`src/rtl/bldc_pkg.sv`:
```
// Shared types and tables for the BLDC commutator: FSM state encoding,
// sector / fault-code constants and the six-step drive table.
package bldc_pkg;

  typedef enum logic [1:0] {
    ST_IDLE  = 2'd0,
    ST_DEAD  = 2'd1,
    ST_DRIVE = 2'd2,
    ST_FAULT = 2'd3
  } state_t;

  localparam logic [2:0] SECTOR_NONE = 3'd7;

  localparam logic [1:0] FC_NONE   = 2'd0;
  localparam logic [1:0] FC_DRIVER = 2'd1;
  localparam logic [1:0] FC_HALL   = 2'd2;
  localparam logic [1:0] FC_STALL  = 2'd3;

  // Returns {high[2:0], low[2:0]} with bit order {C,B,A}. Reverse rotation
  // uses the same table with high and low sides swapped.
  function automatic logic [5:0] drive_pattern(input logic [2:0] sec, input logic fwd);
    logic [2:0] h;
    logic [2:0] l;
    case (sec)
      3'd0:    begin h = 3'b100; l = 3'b010; end
      3'd1:    begin h = 3'b001; l = 3'b010; end
      3'd2:    begin h = 3'b001; l = 3'b100; end
      3'd3:    begin h = 3'b010; l = 3'b100; end
      3'd4:    begin h = 3'b010; l = 3'b001; end
      3'd5:    begin h = 3'b100; l = 3'b001; end
      default: begin h = 3'b000; l = 3'b000; end
    endcase
    return fwd ? {h, l} : {l, h};
  endfunction

endpackage

```
`src/rtl/bldc_commutator_hall_filter.sv`:
```
// Hall front end: 2-flop synchroniser, stability filter and sector decode.
// sector_change pulses for one cycle in the cycle the new sector is visible.
module hall_filter
  import bldc_pkg::*;
#(
  parameter int HALL_FILTER = 16
) (
  input  logic       clk,
  input  logic       reset,
  input  logic [2:0] hall,
  output logic [2:0] sector,
  output logic       sector_change
);

  localparam int CW = $clog2(HALL_FILTER + 1);

  logic [2:0]    hall_s1, hall_s2, hall_last;
  logic [CW-1:0] stable_cnt;
  logic [2:0]    decoded;

  // Decode synced code; table is written in {h1,h2,h3} order.
  always_comb begin
    decoded = SECTOR_NONE;
    case ({hall_s2[0], hall_s2[1], hall_s2[2]})
      3'b101:  decoded = 3'd0;
      3'b100:  decoded = 3'd1;
      3'b110:  decoded = 3'd2;
      3'b010:  decoded = 3'd3;
      3'b011:  decoded = 3'd4;
      3'b001:  decoded = 3'd5;
      default: decoded = SECTOR_NONE;
    endcase
  end

  // Synchronise, count equal cycles, accept once the code has been stable
  // for HALL_FILTER cycles. The counter saturates so a held code is accepted once.
  always_ff @(posedge clk) begin
    if (reset) begin
      hall_s1       <= '0;
      hall_s2       <= '0;
      hall_last     <= '0;
      stable_cnt    <= '0;
      sector        <= SECTOR_NONE;
      sector_change <= 1'b0;
    end else begin
      hall_s1       <= hall;
      hall_s2       <= hall_s1;
      hall_last     <= hall_s2;
      sector_change <= 1'b0;
      if (hall_s2 != hall_last) begin
        stable_cnt <= '0;
      end else begin
        if (stable_cnt != CW'(HALL_FILTER))
          stable_cnt <= stable_cnt + CW'(1);
        if (stable_cnt == CW'(HALL_FILTER - 1) && decoded != sector) begin
          sector        <= decoded;
          sector_change <= 1'b1;
        end
      end
    end
  end

endmodule

```
`src/rtl/bldc_commutator.sv`:
```
// Six-step BLDC commutator: hall-driven sector selection, dead time between
// drive patterns and latched driver / hall / stall faults.
// Optional stall detection is built when STALL_DETECT_EN is defined.
module bldc_commutator
  import bldc_pkg::*;
#(
  parameter int DEAD_TIME    = 64,
  parameter int HALL_FILTER  = 16,
  parameter int STALL_CYCLES = 16_000_000
) (
  input  logic       clk,
  input  logic       reset,
  input  logic       enable,
  input  logic       dir,
  input  logic       pwm_in,
  input  logic [2:0] hall,
  input  logic       fault_n,
  input  logic       fault_clear,
  output logic [2:0] gate_h,
  output logic [2:0] gate_l,
  output logic [2:0] sector,
  output logic       fault,
  output logic [1:0] fault_code
);

  localparam int DW = $clog2(DEAD_TIME + 1);

  state_t        state, state_nx;
  logic [1:0]    code_nx;
  logic [DW-1:0] dead_cnt;
  logic [2:0]    pat_h, pat_l;
  logic          drv_dir;
  logic          fn_s1, fn_s2;
  logic          sector_change;
  logic          hall_bad;
  logic          stall_hit;

  hall_filter #(.HALL_FILTER(HALL_FILTER)) u_hall (
    .clk          (clk),
    .reset        (reset),
    .hall         (hall),
    .sector       (sector),
    .sector_change(sector_change)
  );

  // Driver fault synchroniser; resets to the inactive (high) level.
  always_ff @(posedge clk) begin
    if (reset) begin
      fn_s1 <= 1'b1;
      fn_s2 <= 1'b1;
    end else begin
      fn_s1 <= fault_n;
      fn_s2 <= fn_s1;
    end
  end

  assign hall_bad = (sector == SECTOR_NONE) && (state == ST_DEAD || state == ST_DRIVE);

`ifdef STALL_DETECT_EN
  localparam int SW = $clog2(STALL_CYCLES + 1);
  logic [SW-1:0] stall_cnt;

  // Cycles spent in DRIVE since entry or the last sector change.
  always_ff @(posedge clk) begin
    if (reset || state != ST_DRIVE || sector_change)
      stall_cnt <= '0;
    else if (stall_cnt != SW'(STALL_CYCLES))
      stall_cnt <= stall_cnt + SW'(1);
  end

  assign stall_hit = (state == ST_DRIVE) && (stall_cnt == SW'(STALL_CYCLES - 1));
`else
  // No stall counter; the comparison only keeps the shared parameter referenced.
  assign stall_hit = (STALL_CYCLES < 0);
`endif

  // Next state with fault > hall > stall > enable > commutation priority.
  always_comb begin
    state_nx = state;
    code_nx  = FC_NONE;
    case (state)
      ST_FAULT: if (fault_clear && fn_s2) state_nx = ST_IDLE;
      default: begin
        if (!fn_s2) begin
          state_nx = ST_FAULT;
          code_nx  = FC_DRIVER;
        end else if (hall_bad) begin
          state_nx = ST_FAULT;
          code_nx  = FC_HALL;
        end else if (stall_hit) begin
          state_nx = ST_FAULT;
          code_nx  = FC_STALL;
        end else if (state == ST_IDLE) begin
          if (enable && sector != SECTOR_NONE) state_nx = ST_DEAD;
        end else if (!enable) begin
          state_nx = ST_IDLE;
        end else if (state == ST_DEAD) begin
          if (dead_cnt == '0) state_nx = ST_DRIVE;
        end else if (sector_change || dir != drv_dir) begin
          state_nx = ST_DEAD;
        end
      end
    endcase
  end

  // State, dead-time counter, drive pattern latch and fault-code latch.
  always_ff @(posedge clk) begin
    if (reset) begin
      state      <= ST_IDLE;
      dead_cnt   <= '0;
      pat_h      <= '0;
      pat_l      <= '0;
      drv_dir    <= 1'b0;
      fault_code <= FC_NONE;
    end else begin
      state <= state_nx;
      if (state_nx == ST_DEAD && state != ST_DEAD)
        dead_cnt <= DW'(DEAD_TIME - 1);
      else if (state == ST_DEAD && dead_cnt != '0)
        dead_cnt <= dead_cnt - DW'(1);
      if (state == ST_DEAD && state_nx == ST_DRIVE) begin
        {pat_h, pat_l} <= drive_pattern(sector, dir);
        drv_dir        <= dir;
      end else if (state_nx != ST_DRIVE) begin
        pat_h <= '0;
        pat_l <= '0;
      end
      if (state != ST_FAULT && state_nx == ST_FAULT)
        fault_code <= code_nx;
      else if (state == ST_FAULT && state_nx == ST_IDLE)
        fault_code <= FC_NONE;
    end
  end

  assign gate_h = pat_h & {3{pwm_in}};
  assign gate_l = pat_l;
  assign fault  = (fault_code != FC_NONE);

endmodule

```
`config.mk`:
```
export PLATFORM = sky130hd
export DESIGN_NAME = bldc_commutator
export DESIGN_NICKNAME = d
export VERILOG_FILES = /design/src/rtl/bldc_pkg.sv /design/src/rtl/bldc_commutator_hall_filter.sv /design/src/rtl/bldc_commutator.sv
export SDC_FILE = /design/constraint.sdc
export NUM_CORES = 1
export LEC_CHECK = 0
export ABC_AREA = 1
export ABC_CLOCK_PERIOD_IN_PS = 2300
export CAP_MARGIN = 10
export CORE_MARGIN = 2
export CORE_UTILIZATION = 25
export CTS_CLUSTER_SIZE = 24
export DETAILED_ROUTE_END_ITERATION = 8
export GPL_ROUTABILITY_DRIVEN = 0
export GPL_TIMING_DRIVEN = 0
export PLACE_DENSITY = 0.49
export SYNTH_ARGS = -nofsm -noshare
export SYNTH_HDL_FRONTEND = slang
export SYNTH_SLANG_ARGS = --single-unit
```
`constraint.sdc`:
```
create_clock -name clk -period 2.3 [get_ports clk]
set_input_delay 0.575 -clock clk [delete_from_list [all_inputs] [get_ports clk]]
set_output_delay 0.575 -clock clk [all_outputs]
set_load 0.01 [all_outputs]
```
## Word-level counts from Yosys, hierarchy flattened

Cells that the tools add are included.

| storage, ports and cells | value |
|---|---|
| bits in latches | 0 |
| register bits | 38 |
| memories | 0 |
| output and inout bits | 12 |
| memory bits (read-only) | 0 |
| input port bits | 10 |
| RAM bits | 0 |
| word-level logic and storage cells | 100 |

| operators by class | value |
|---|---|
| eq/ne operators | 27 |
| shifts and indexed selects | 0 |
| add/subtract/negate cells | 2 |
| multiply operators | 0 |
| bitwise gates (word level) | 2 |
| divide/modulo/power cells | 0 |
| reductions and logical operators | 29 |
| order comparisons | 0 |
| mux-type cells | 25 |

Operators with widths:

| kind | count |
|---|---|
| 2-bit 2-to-1 mux | 15 |
| 3-bit equality test (second input constant) | 6 |
| 6-bit 2-to-1 mux | 3 |
| 3-bit one-hot mux with 3 select lines | 2 |
| 3-bit one-hot mux with 6 select lines | 1 |
| 2-bit OR reduction | 8 |
| 3-bit by 2-bit equality test with 1-bit output (second input constant) | 4 |
| 1-bit logical AND | 9 |
| 3-bit 2-to-1 mux | 3 |
| 2-bit equality test (second input constant) | 4 |
| 2-bit nonzero test | 4 |
| 7-bit zero test | 1 |
| 7-bit nonzero test | 1 |
| 7-bit by 1-bit subtractor with 7-bit output (second input constant) | 1 |
| 3-bit by 1-bit equality test with 1-bit output (second input constant) | 2 |
| 3-bit inequality test | 2 |
| 5-bit by 1-bit adder with 5-bit output (second input constant) | 1 |
| 5-bit by 4-bit equality test with 1-bit output (second input constant) | 1 |
| 5-bit inequality test (second input constant) | 1 |
| 2-bit by 1-bit equality test with 1-bit output (second input constant) | 2 |
| 2-bit zero test | 2 |
| 2-bit inequality test (second input constant) | 2 |
| 3-bit bitwise AND | 1 |
| 3-bit zero test | 1 |
| other kinds (7) | 8 |

## Longest topological paths before layout

Gate-level depths: netlist of run 1.

| depth | value |
|---|---|
| depth in word-level cells | 13 |
| gate-level depth with buffers | 14 |
| depth with buffers taken out | 14 |

## Modules after synthesis

Synthesis of run 1 repeated with hierarchy kept, for this count alone.

| unflattened totals | value |
|---|---|
| cells, all modules | 280 |
| area, all modules | 2068.2 sq um |

By module, submodules not included:

| module | area each (sq um) | cells each | times used | seq. area each (sq um) |
|---|---|---|---|---|
| bldc_commutator | 1280.0 | 176 | 1 | 400.4 |
| hall_filter | 788.3 | 104 | 1 | 360.3 |

## Worst setup path before layout of run 1

Ideal clock, no wire load.

| path | value |
|---|---|
| path kind | input port to flip-flop |
| start | input dir |
| end | register dead_cnt[5] |
| setup slack | 0.682 ns |
| setup time | 0.065 ns |
| stages on the path | 12 |
| path buffers | 1 |
| arrival | 1.553 ns |
| cells stage by stage | buf_6 -> inv_4 -> nand2_4 -> nand3_4 -> nand2_1 -> nand2_1 -> nand2_2 -> nand2_2 -> nand2_4 -> nor3_4 -> nor2_1 -> nor2_1 |

| on the way | value |
|---|---|
| cells in the longest elaborated chain, start to end | 12 |
| elaborated cells on any way between the ends | 13 |
| classes of those cells | eq/ne (2); mux (8); reduce/logical (3) |

RTL lines:

| element | line | text |
|---|---|---|
| start: declaration | bldc_commutator.sv:14 | `input logic dir,` |
| 1-bit inequality test * | bldc_commutator.sv:99 | `end else if (sector_change \|\| dir != drv_dir) begin` |
| 1-bit logical OR * | bldc_commutator.sv:99 |  |
| 2-bit 2-to-1 mux * | bldc_commutator.sv:99 |  |
| 2-bit 2-to-1 mux * | bldc_commutator.sv:97 | `end else if (state == ST_DEAD) begin` |
| 2-bit 2-to-1 mux * | bldc_commutator.sv:95 | `end else if (!enable) begin` |
| 2-bit 2-to-1 mux * | bldc_commutator.sv:93 | `end else if (state == ST_IDLE) begin` |
| 2-bit 2-to-1 mux * | bldc_commutator.sv:87 | `end else if (hall_bad) begin` |
| 2-bit 2-to-1 mux * | bldc_commutator.sv:84 | `if (!fn_s2) begin` |
| 2-bit 2-to-1 mux * | bldc_commutator.sv:81 | `case (state)` |
| 2-bit by 1-bit equality test with 1-bit output * | bldc_commutator.sv:117 | `if (state_nx == ST_DEAD && state != ST_DEAD)` |
| 1-bit logical AND * | bldc_commutator.sv:117 |  |
| 6-bit 2-to-1 mux / 2-bit nonzero test (equally long branches) | n/a |  |
| end signal: assignment | bldc_commutator.sv:118 | `dead_cnt <= DW'(DEAD_TIME - 1);` |
| end signal: assignment | bldc_commutator.sv:120 | `dead_cnt <= dead_cnt - DW'(1);` |
| end: declaration | bldc_commutator.sv:30 | `logic [DW-1:0] dead_cnt;` |

Mark *: on every way between the ends. The rest lies on a longest branch, timed or not.
A chain may end at the register's enable or synchronous reset.

## Worst setup path in the final report of run 1

| path | value |
|---|---|
| start | register fault_code[0] |
| end | output fault |

| on the way | value |
|---|---|
| cells in the longest elaborated chain, start to end | 1 |

RTL lines:

| element | line | text |
|---|---|---|
| start: declaration | bldc_commutator.sv:23 | `output logic [1:0] fault_code` |
| start signal: assignment | bldc_commutator.sv:129 | `fault_code <= code_nx;` |
| 2-bit nonzero test | bldc_commutator.sv:137 | `assign fault = (fault_code != FC_NONE);` |
| end: declaration | bldc_commutator.sv:22 | `output logic fault,` |

No other way between the ends.

==> metrics.yaml, run 1 <==
grt:
  grt_pass1_wl_um: 7070
  busiest_layer: "met2"
  met3_usage_pct: 3.06
  overflow: 0
  met2_usage_pct: 16.7
  grt_pass1_vias: 1654
  grtUsageTotal_pct: 10.1
  use_met1_pct: 12.4
  grt_start_max_net_pins: 13
  antenna_found_initial: 0
placement:
  port_buffers: 20
  post_dp_cell_area_um2: 2320
  dpl.cell_count: 393
  hpwlAfterDp_um: 3020
  dp_worst_setup_slack_ps: 17.0
synth:
  ys.flop_type: "dfxtp_1"
  synthesis.nets: 288
  yosysSeqAreaShare_pct: 38.1
  yosysMostFrequentCell: "nand2_1"
  synth-simple-area-share_pct: 34.1
  syn_area_um2: 1990
  synth_edf_count: 0
  synth_compound_area_share_pct: 8.16
  ys_warn_count: 0
  synth_commonest_cells: "52 x nand2_1, 38 x dfxtp_1, 37 x nor2_1"
  async_flop_share_pct: 0
  synth_top_area_share_pct: 38.1
  synth_top_family_by_area: "simple AND/OR/NAND/NOR gates"
  ys_seq_elements: 38
  syn_inst: 271
  synth_adder_area_share_pct: 4.39
  synth_top_cell_by_area: "dfxtp_1"
  syn_avg_cell_area_um2: 7.36
  synth_area_leaders: "dfxtp_1 38%, nand2_1 9.8%, nor2_1 7.0%"
  synth_mux_area_share_pct: 0
  synth-xor-area-share_pct: 4.83
  synth_cell_types: 29
cts:
  clk_latency_ps: 290
  clockBufferDepth: 2
  cts_inserted_buffers: 5
  root_buffer: "clkbuf_8"
  cts_setup_buffers: 0
  clkTransAtPathRegs_ps: 80
  cts.sinks: 38
  postCtsHoldBufs: 0
  cts_tree: "done"
  htreeDepth: 2
final_layout:
  diodes: 0
  drive_gt1_share_pct: 11.4
  regArea_um2: 761
  fin_area_um2: 2420
  fillerInstances: 848
  area.growth.synth_to_final_pct: 21.6
  layoutNonFillerInstCount: 401
  multi_input_area_um2: 1030
  final_nets: 315
timing:
  maxSlewHeadroom_pct: 66.9
  worst_slack_ps: 357
  setup_violations: 0
  fmax_mhz: 515
  tightest_slew_ps: 496
  hold_ws_ps: 397
  rsz0062_at_grt: "false"
  hold_viol_final: 0
  post-route-min-period_ps: 1940
  maxSlewViolCount: 0
  fin_crit_sh_pct: 84.5
  finClkSkew_ps: 5.90
  fin_tns_setup_ps: 0
pwr:
  power.internal_uw: 1480
  switching_share_pct: 41.6
  pwr_density_cell_nw_per_um2: 1040
  p_switching_uw: 1050
  p_leak_uw: 0.00112
  pwr-share-clk_pct: 19.3
  irDropWorstVdd_v: 0.000299
  p_seq_share_pct: 32.2
  power.combinational.fraction_pct: 48.5
detailed_routing:
  drc: 0
  drt-total-wl_um: 3940
  ant_nets: 0
  dr.first_iter.drc_count: 48
  vias: 1704
  wire_per_inst_um: 9.82
  first_pass_iters: 6
  detail_route.vias_per_cell: 4.25
floorplan:
  die_w_um: 93.3
  rows: 32
  ioPinCount: 22
  die_area_um2: 8710
  die_h_um: 93.3
  core_um2: 7730
  start_util_pct: 25.8
setup_path:
  max_stage_delay_ps: 470
  cp.required_ps: 1730
  startpoint_type: "flop"
  worstPathArrival_ps: 1370
  critPathMaxFanout: 3
  criticalPathCategory: "reg -> out"
  cp_top_family: "buffers and inverters"
  cp_cell_sequence: "or2_2 -> clkdlybuf4s50_1"
  cp-end-kind: "output pin"
  critPathBufInv: 1
  slowest_stage: "clkdlybuf4s50_1"
run_status:
  status: "complete, no violations"
worst_hold_path:
  hold_class: "reg -> reg"
job:
  drv_cap: 0
[path summary, 6_finish.rpt]
path,from,endpoint,slack (ps),cells after the start
hold reg to reg,u_hall.hall_s1[2]$_SDFF_PP0_,u_hall.hall_s2[2]$_SDFF_PP0_,400,2
hold / removal,u_hall.hall_s1[2]$_SDFF_PP0_,u_hall.hall_s2[2]$_SDFF_PP0_,400,2
setup / recovery,fault_code[0]$_SDFFE_PP0P_,fault,360,2
setup reg to reg,state[1]$_SDFF_PP0_,dead_cnt[3]$_SDFFE_PP0P_,470,11
[cells in the final DEF, fill, tap and decap left out, drive strengths merged, types with 7 or more instances in the layout]
cell type / count
nand2: 59
nand3: 19
clkbuf: 9
inv: 37
nand4: 15
dfxtp: 38
clkdlybuf4s50: 17
ha: 7
nor2: 39
o21ai: 9
a21oi: 19
[sequential cells by signal, summed over array words and instances (netlist names), 2 cells and up]
register and flops:
u_hall.sector 3, u_hall.stable_cnt 5, state 2, gate_l 3
dead_cnt 7, u_hall.hall_last 3, u_hall.hall_s1 3, pat_h 3
fault_code 2, u_hall.hall_s2 3
[power by group through the flow]
stage	registers (uW)	logic, uW	clock network, uW
5_1_grt	829	1400	540
2_1_floorplan	822	999	0
3_3_place_gp	830	1240	0
4_1_cts	816	1240	514
3_5_place_dp	831	1230	0
6_report	815	1230	488
[logic make-up (layout without fill, tap and decap cells)]
kind of cell	Yosys count	in the layout
AO/OA/AOI/OAI	30	30
XOR/XNOR	11	11
adder cells (fa/ha/maj)	7	7
buffers and inverters	45	73
flip-flops	38	38
AND/OR/NAND/NOR	140	140
[through the flow]
| stage | power (uW) | util [%] |
|---|---|---|
| 6_report | 2530 | 31.4 |
| 5_1_grt | 2770 | 31.4 |
| 3_5_place_dp | 2060 | 30.1 |
| 4_1_cts | 2570 | 31.3 |
| 2_1_floorplan | 1820 | - |
| 3_3_place_gp | 2070 | 30.1 |
[per-layer routing]
layer  part of all wire (%)  vias to the layer above
li1                       -                      916
met1                     49                      761
met2                     45                       22
met3                    4.7                        5
met4                    1.0                        0
met5                      0                        -
[area by class of cell]
class	count	area share, %
clock inverters	2	0.516
plain buffers	8	2.68
flip-flops and latches	38	31.4
clock buffers	6	3.41
inverters	37	5.83
well taps	102	5.26
repair buffers	20	8.57
multi-input cells	188	42.4
[timing repair]
| action | in CTS | in global routing |
|---|---|---|
| setup endpoints to repair | 0 | 3 |
| gates resized for setup | 0 | 3 |
| hold endpoints to repair | 0 | 0 |
[tightest hold or removal path: cells and delay by family (launching register included)]
| family | cells | cell delay (ps) |
|---|---|---|
| AND/OR/NAND/NOR | 1 | 30 |
| buffers and inverters | 1 | 40 |
| flip-flops | 1 | 300 |
Note: power is estimated with default switching activity, not from simulation.
==> run 2: changes to the inputs <==
--- a/config.mk
+++ b/config.mk
@@ -6,7 +6,7 @@
 export NUM_CORES = 1
 export LEC_CHECK = 0
 export ABC_AREA = 1
-export ABC_CLOCK_PERIOD_IN_PS = 2300
+export ABC_CLOCK_PERIOD_IN_PS = 2000
 export CAP_MARGIN = 10
 export CORE_MARGIN = 2
 export CORE_UTILIZATION = 25
==> constraint.sdc (replaced) <==
create_clock -name clk -period 2 [get_ports clk]
set_input_delay 0.5 -clock clk [delete_from_list [all_inputs] [get_ports clk]]
set_output_delay 0.5 -clock clk [all_outputs]
set_load 0.01 [all_outputs]
==> metrics.yaml, run 2 (synthesized netlist as in run 1, its figures left out) <==
final_layout:
  regMostFlops: "dead_cnt"
  fillerInstances: 848
  regArea_um2: 762
  mostFrequentLayoutCells: "52 x nand2_1, 37 x nor2_1, 37 x dfxtp_1"
  drive_gt1_share_pct: 12.0
  area.growth.synth_to_final_pct: 21.2
  multi_input_area_um2: 1030
  utilization_pct: 31.3
  largest_reg_flops: 7
  final_nets: 315
  final_common_cell: "nand2_1"
  layout_top_registers: "dead_cnt: 7 flops, u_hall.stable_cnt: 5 flops"
  diodes: 0
pwr:
  pwr_density_cell_nw_per_um2: 1210
  p_leak_uw: 0.00107
  irDropWorstVdd_v: 0.000345
  finalPower_uw: 2920
worst_hold_path:
  holdPathEnd: "u_hall.hall_s2[2]$_SDFF_PP0_"
  hold_path_depth: 2
  hold_start: "u_hall.hall_s1[2]$_SDFF_PP0_"
  hold_class: "reg -> reg"
detailed_routing:
  vias: 1695
  ant_nets: 0
  wire_per_inst_um: 9.82
  detail_route.vias_per_cell: 4.23
  drt-total-wl_um: 3940
  dr.first_iter.drc_count: 50
  first_pass_iters: 4
  drc: 0
setup_path:
  cp.required_ps: 1500
  r2r_slack_ps: 190
  worstPathArrival_ps: 1370
  startpoint_type: "flop"
  criticalPathCategory: "reg -> out"
  critPathMaxFanout: 3
  r2r_end: "dead_cnt[3]$_SDFFE_PP0P_"
  cp-end-kind: "output pin"
  rr_worst_depth: 11
  r2r-start: "state[1]$_SDFF_PP0_"
  timing.critical_path.from: "fault_code[0]$_SDFFE_PP0P_"
timing:
  maxSlewHeadroom_pct: 67.0
  fmax_mhz: 535
  tightest_slew_ps: 495
  maxSlewViolCount: 0
  setup_violations: 0
  hold_viol_final: 0
  finClkSkew_ps: 5.88
  hold_ws_ps: 397
  worst_slack_ps: 132
  post-route-min-period_ps: 1870
  fin_crit_sh_pct: 93.4
grt:
  antenna_found_initial: 0
  grt_pass1_wl_um: 7070
  grtUsageTotal_pct: 10.1
  grt_start_max_net_pins: 13
  grt_pass1_vias: 1654
  overflow: 0
cts:
  root_buffer: "clkbuf_8"
  cts_tree: "done"
  cts_setup_buffers: 0
  cts.sinks: 38
  htreeDepth: 2
  clockBufferDepth: 2
  postCtsHoldBufs: 0
  clk_latency_ps: 290
  cts_inserted_buffers: 5
  clkTransAtPathRegs_ps: 80
job:
  drv_cap: 0
placement:
  dp_worst_setup_slack_ps: -133
  port_buffers: 20
  hpwlAfterDp_um: 3020
run_status:
  status: "complete, no violations"
floorplan:
  die_area_um2: 8710
  die_h_um: 93.3
  rows: 32
  die_w_um: 93.3
  ioPinCount: 22
  start_util_pct: 25.8
  core_um2: 7730
[run 2: cell types whose count changed in the layout (fill, tap and decap cells not counted)]
cell	before	now
dfxtp_1	38	37
dlymetal6s2s_1	3	0
ha_1	7	6
dlygate4sd2_1	0	3
dfxtp_2	0	1
ha_2	0	1
[run 2: power breakdown]
part / total [uW] / switching, uW / leakage [uW] / internal [uW]
Clock: 562 / 284 / 0.0000472 / 277
Sequential: 940 / 78.7 / 0.000311 / 861
Combinational: 1420 / 847 / 0.000715 / 568
[run 2: layout make-up]
class	count	share of cell area [%]
Clock inverter	2	0.518
Multi-Input combinational cell	188	42.6
Clock buffer	6	3.42
Inverter	37	5.85
Buffer	8	2.69
Tap cell	102	5.28
Sequential cell	38	31.5
Timing Repair Buffer	20	8.13
[run 2: per-layer routing]
metal	up-vias	share of wire, %	global-route usage, %
li1	917	-	-
met1	751	50	12.4
met2	22	45	16.7
met3	5	4.5	3.06
met4	0	1.0	3.31
met5	-	0	0
[run 2: what timing repair did]
item | in CTS | in global routing
pin swaps | 0 | 1
gates cloned | 0 | 0
gates resized for setup | 3 | 2
setup endpoints to repair | 3 | 11
[run 2: per-stage QoR]
stage	TNS [ps]	cell area, um2	cells
4_1_cts	0	2410	401
3_5_place_dp	-1640	2320	393
3_3_place_gp	-1950	2320	393
5_1_grt	-6.86	2420	401
6_report	0	2420	401
2_1_floorplan	0	1990	271
[run 2: worst max path at each step]
stage | end | slack [ps] | cells past startpoint
after global placement | gate_h[0] | -130 | 4
after CTS | fault | 120 | 2
after floorplan | gate_l[0]$_SDFFE_PP0P_ | 410 | 10
after global routing | pat_h[0]$_SDFFE_PP0P_ | -6 | 13
final | fault | 130 | 2
after detailed placement | gate_h[2] | -130 | 4
[run 2: worst max-delay path: stages, from the launching register on]
cell and delay, ps:
dfxtp_1 320, or2_2 280, clkdlybuf4s50_1 470
